--- src/rtl/mv_bcd_converter.sv ---
// Converts one selected millivolt channel to four packed BCD digits using a
// sequential shift-add-3 engine with start/busy/done handshake and optional auto-retrigger.
module mv_bcd_converter #(
  parameter int unsigned AUTO_PERIOD = 0,
  parameter int unsigned BIN_W       = 14
) (
  input  logic        clk,
  input  logic        reset,
  input  logic [15:0] xadc_mv,
  input  logic [15:0] pwm_mv,
  input  logic [15:0] r2r_mv,
  input  logic [1:0]  sel,
  input  logic        start,
  output logic        busy,
  output logic        done,
  output logic [15:0] bcd_out,
  output logic        ovf
);

  localparam int unsigned CNT_W = $clog2(BIN_W + 1);
  localparam logic [CNT_W-1:0] LAST_CNT = CNT_W'(BIN_W - 1);
  localparam logic [BIN_W-1:0] SAT_VAL  = BIN_W'(16'd9999);

  typedef enum logic [1:0] {IDLE, SHIFT, DONE} state_t;

  state_t           state_q, state_d;
  logic [BIN_W-1:0] bin_q, bin_d;
  logic [15:0]      bcd_q, bcd_d;
  logic [CNT_W-1:0] cnt_q, cnt_d;
  logic             ovf_pend_q, ovf_pend_d;
  logic [15:0]      bcd_out_q, bcd_out_d;
  logic             ovf_q, ovf_d;
  logic             auto_tick;
  logic [15:0]      sel_val;
  logic [15:0]      corr;

  // Free-running retrigger counter; ticks once per period at wrap.
  if (AUTO_PERIOD > 0) begin : g_auto
    localparam int unsigned AW = (AUTO_PERIOD > 1) ? $clog2(AUTO_PERIOD) : 1;
    localparam logic [AW-1:0] WRAP = AW'(AUTO_PERIOD - 1);
    logic [AW-1:0] auto_cnt_q;

    always_ff @(posedge clk) begin
      if (reset || auto_cnt_q == WRAP) auto_cnt_q <= '0;
      else                             auto_cnt_q <= auto_cnt_q + 1'b1;
    end

    assign auto_tick = (auto_cnt_q == WRAP);
  end else begin : g_no_auto
    assign auto_tick = 1'b0;
  end

  always_comb begin
    case (sel)
      2'd1:    sel_val = pwm_mv;
      2'd2:    sel_val = r2r_mv;
      default: sel_val = xadc_mv;
    endcase
  end

  always_comb begin
    corr = '0;
    for (int unsigned i = 0; i < 4; i++) begin
      logic [3:0] nib;
      nib = bcd_q[4*i +: 4];
      corr[4*i +: 4] = (nib >= 4'd5) ? nib + 4'd3 : nib;
    end
  end

  always_comb begin
    state_d    = state_q;
    bin_d      = bin_q;
    bcd_d      = bcd_q;
    cnt_d      = cnt_q;
    ovf_pend_d = ovf_pend_q;
    bcd_out_d  = bcd_out_q;
    ovf_d      = ovf_q;
    case (state_q)
      IDLE: begin
        if (start || auto_tick) begin
          if (sel_val > 16'd9999) begin
            bin_d      = SAT_VAL;
            ovf_pend_d = 1'b1;
          end else begin
            bin_d      = sel_val[BIN_W-1:0];
            ovf_pend_d = 1'b0;
          end
          bcd_d   = '0;
          cnt_d   = '0;
          state_d = SHIFT;
        end
      end
      SHIFT: begin
        {bcd_d, bin_d} = {corr, bin_q} << 1;
        cnt_d = cnt_q + 1'b1;
        // Results are captured on the same edge that enters DONE.
        if (cnt_q == LAST_CNT) begin
          state_d   = DONE;
          bcd_out_d = bcd_d;
          ovf_d     = ovf_pend_q;
        end
      end
      DONE:    state_d = IDLE;
      default: state_d = IDLE;
    endcase
  end

  always_ff @(posedge clk) begin
    if (reset) begin
      state_q    <= IDLE;
      bin_q      <= '0;
      bcd_q      <= '0;
      cnt_q      <= '0;
      ovf_pend_q <= 1'b0;
      bcd_out_q  <= '0;
      ovf_q      <= 1'b0;
    end else begin
      state_q    <= state_d;
      bin_q      <= bin_d;
      bcd_q      <= bcd_d;
      cnt_q      <= cnt_d;
      ovf_pend_q <= ovf_pend_d;
      bcd_out_q  <= bcd_out_d;
      ovf_q      <= ovf_d;
    end
  end

  assign busy    = (state_q != IDLE);
  assign done    = (state_q == DONE);
  assign bcd_out = bcd_out_q;
  assign ovf     = ovf_q;

endmodule

--- config.mk ---
export PLATFORM = sky130hd
export DESIGN_NAME = mv_bcd_converter
export DESIGN_NICKNAME = d
export VERILOG_FILES = /design/src/rtl/mv_bcd_converter.sv
export SDC_FILE = /design/constraint.sdc
export NUM_CORES = 1
export LEC_CHECK = 0
export CORE_MARGIN = 2
export CORE_UTILIZATION = 44
export CTS_CLUSTER_DIAMETER = 30
export DETAILED_ROUTE_END_ITERATION = 8
export HOLD_SLACK_MARGIN = 0.1
export PLACE_DENSITY = 0.83
export SYNTH_ARGS = -nofsm -noshare
export SYNTH_HDL_FRONTEND = slang
export SYNTH_SLANG_ARGS = --single-unit
--- constraint.sdc ---
create_clock -name clk -period 2.4 [get_ports clk]
set_clock_uncertainty 0.1 [all_clocks]
set_input_delay 0.48 -clock clk [delete_from_list [all_inputs] [get_ports clk]]
set_output_delay 0.48 -clock clk [all_outputs]
set_load 0.02 [all_outputs]
==> summary.txt <==
Die
  • Die footprint: about 0.0070 mm2
  • Io pins: 72
  • Initial cell density of the core: between 40% and 50%
  • Die width: around 84 um
  • FP Rows: 29
  • Core Region: ~0.0062 mm2
  • Vert. Die Dim: approximately 84 um

GRT
  • Global-route wire length before repair: around 12000 um
  • Initial antenna violation count: 0
  • Vias in the first global route: between 2000 and 3000
  • Largest net degree at the start of global routing: 36
  • GRT Util Overall: about a fifth
  • Grt ovf: 0

Yosys
  • Syn Inst Count: ~320
  • Number of synthesized flops with an enable pin: 0
  • Post-synth top flop: dfxtp_1
  • Async set or reset register ratio after synthesis: 0%
  • Synth unique cells: 43
  • Post-synth top area share: between 30% and 40%
  • Synth area leader: dfxtp_1
  • Synth warn: 0
  • Synth area leaders: dfxtp_1 39%, ha_1 5.4%, nor2_1 5.0%, a21oi_1 4.7%, nand2_1 4.3%
  • Count leader, synth: dfxtp_1
  • Post-Synthesis Cell Area: approximately 0.0028 mm2
  • Syn nets: a little under 400
  • Register bit total from synthesis: between 50 and 60
  • Seq/Total Area, Yosys: between 30% and 40%
  • Syn_area_per_cell: about 8.7 um2
  • Synth top cells by count: 54 x dfxtp_1, 37 x nor2_1, 32 x nand2_1

Power
  • Pwr/cell area: approximately 500 mW/mm2
  • Total power: between 0.0015 and 0.002 W
  • Worst VDD drop: about 0.36 mV
  • LEAKAGE: ~1.4 nW

Clock tree
  • Clk sinks: 54
  • CTS tree: done
  • Clock-pin slew on the worst setup and hold paths: ~0.10 ns
  • Hold_buf cts: 0
  • Root Buffer: clkbuf_8
  • CTS buffer count: 5
  • CTS Buffer Depth: 2
  • Clock latency on the worst-skew pair: about 0.31 ns
  • H-Tree Depth: 2

Layout
  • Area of the multi-input gates: 0.00162 mm2
  • FF+latch area: roughly 0.0011 mm2
  • Layout cells sized above 1: about 16%
  • Number of diodes: 0
  • Fillers: 542
  • Final instance area: roughly 0.0039 mm2
  • Area growth from synthesis to layout: 38.3%
  • Layout Nets: 469
  • Post-layout util: roughly 62%

Detailed routing
  • Wire length per cell: about 14 um
  • Detail Route Antenna Nets: 0
  • Met2 routed WL: between 3000 and 4000 um
  • Routed vias: 2658
  • DRC viols: 0
  • Max layer used: met4
  • Final wirelength: ~7000 um
  • Met3 Wirelength: 269 um
  • M1 WL: 3040 um
  • Starting DRT DRC Count: 119
  • Drt first pass iters: 4
  • Via/cell ratio: 5.51

Timing
  • Final hold viol count: 0
  • Final worst slack: approximately 0.17 ns
  • Period utilization: 92.7%
  • Worst-Margin Slew: between 0.7 and 0.8 ns
  • Slew Viols, Final: 0
  • Fin crit period: about 2.2 ns
  • Final setup viols: 0
  • Max Freq: about 450 MHz
  • Headroom to the max-slew limit: ~47%
  • RSZ-0062 raised after global routing: false

Placed design
  • Setup WS pre-CTS: -0.594 ns
  • Placement-stage cell area: between 0.003 and 0.004 mm2
  • Global placer's final weighted congestion: slightly above 0.8
  • Number of I/O port buffers: 71
  • Post-DP HPWL: around 5300 um

Critical path
  • Crit end category: register
  • Critical path class: input pin to register
  • CP startpoint kind: input pin
  • R2r setup slk: 0.54 ns
  • Worst EP arrival: between 2 and 2.5 ns
  • Highest net fanout along the worst path: 10
  • Critical path required time: 2.49 ns

Flow run
  • Max-Cap Viols: 0

Status
  • Status: finished, final reports clean

Worst hold path
  • Hold WC Path Type: register to register
[sequential cells by signal, summed over array words and instances, names as in the netlist]
register / count
bcd_out: 16
bcd_q: 16
bin_q: 14
cnt_q: 4
state_q: 2
ovf: 1
ovf_pend_q: 1
[layout by cell type, fill, tap and decap left out, types with 2 or more instances in the layout]
| cell | synthesis | routed |
|---|---|---|
| ha_1 | 12 | 10 |
| xnor2_1 | 4 | 4 |
| o21ai_0 | 20 | 15 |
| nor3b_1 | 6 | 6 |
| clkbuf_8 | 0 | 6 |
| or2_2 | 2 | 2 |
| nor2b_1 | 2 | 2 |
| a22o_1 | 4 | 4 |
| a21oi_1 | 26 | 25 |
| nand2_1 | 32 | 32 |
| o22ai_1 | 8 | 8 |
| clkdlybuf4s50_1 | 0 | 69 |
| o31ai_1 | 4 | 4 |
| clkinv_4 | 0 | 2 |
| nor2_1 | 37 | 37 |
| a221o_2 | 9 | 9 |
| a2111oi_4 | 1 | 3 |
| a31oi_1 | 4 | 4 |
| o21ai_2 | 3 | 8 |
| buf_6 | 6 | 3 |
| dfxtp_1 | 54 | 54 |
| a211oi_1 | 6 | 6 |
| buf_4 | 2 | 19 |
| a311oi_1 | 2 | 2 |
| nand2b_1 | 6 | 6 |
| a32o_1 | 4 | 4 |
| nor3_1 | 5 | 5 |
| nand4b_1 | 2 | 2 |
| a221o_1 | 4 | 4 |
| mux2i_1 | 4 | 4 |
| a22oi_1 | 7 | 7 |
| inv_1 | 12 | 11 |
| or3_1 | 5 | 5 |
| nand3_1 | 4 | 4 |
| ha_4 | 0 | 2 |
[area by class of cell]
type                    instances  share of cell area, %
clock inverters                 2                  0.453
flip-flops and latches         54                   28.0
inverters                      13                   1.39
repair buffers                 94                   23.5
well taps                      77                   2.49
multi-input cells             236                   42.0
clock buffers                   6                   2.14
[routing by layer]
layer | up-vias | track usage [%]
met1 | 1223 | 25.8
li1 | 1346 | -
met5 | - | 0
met4 | 0 | 8.65
met2 | 71 | 35.1
met3 | 18 | 2.77
[logic make-up (layout without fill, tap and decap cells)]
| family | after synthesis | after routing | synth area share, % |
|---|---|---|---|
| compound gates | 109 | 109 | 28.3 |
| simple gates | 106 | 106 | 18.4 |
| flops | 54 | 54 | 38.7 |
| buf+inv | 32 | 115 | 6.18 |
| fa+ha+maj | 12 | 12 | 5.37 |
| xor+xnor | 5 | 5 | 1.57 |
| mux | 4 | 4 | 1.43 |
[power by group]
part           internal [W]  leakage (nW)  switching, W
clock network      0.000238        0.0514      0.000306
registers          0.000925         0.438     0.0000190
logic              0.000221         0.903      0.000205
[worst max-delay path: stages]
cell	delay (ns)
dlygate4sd2_1	0.25
inv_1	0.08
ha_4	0.17
buf_6	0.13
a221o_1	0.33
o21ai_2	0.08
nand4_2	0.16
a2111oi_4	0.38
buf_6	0.18
a2111oi_2	0.07
[worst paths after layout]
kind / startpoint / to / cells after the start
setup reg to reg: state_q[0] / bcd_q[11] / 4
hold reg to reg: bcd_out[9] / bcd_out[9] / 2
hold / removal: bcd_out[9] / bcd_out[9] / 2
setup / recovery: sel[1] / bin_q[1] / 10
[repair_timing]
action | CTS | global route
buffers inserted | 1 | 0
gates resized for setup | 21 | 6
hold endpoints to repair | 0 | 0
pin swaps | 6 | 5
endpoints found under the setup margin | 10 | 9
[stage by stage]
stage,instances,hold WS [ns],setup TNS (ns)
final,482,0.360,0
after global placement,474,0.342,-5.17
after floorplan,322,0.332,0
after global routing,482,0.385,0
after CTS,482,0.363,-0.127
after detailed placement,474,0.349,-5.87
(Power assumes the default switching activity.)
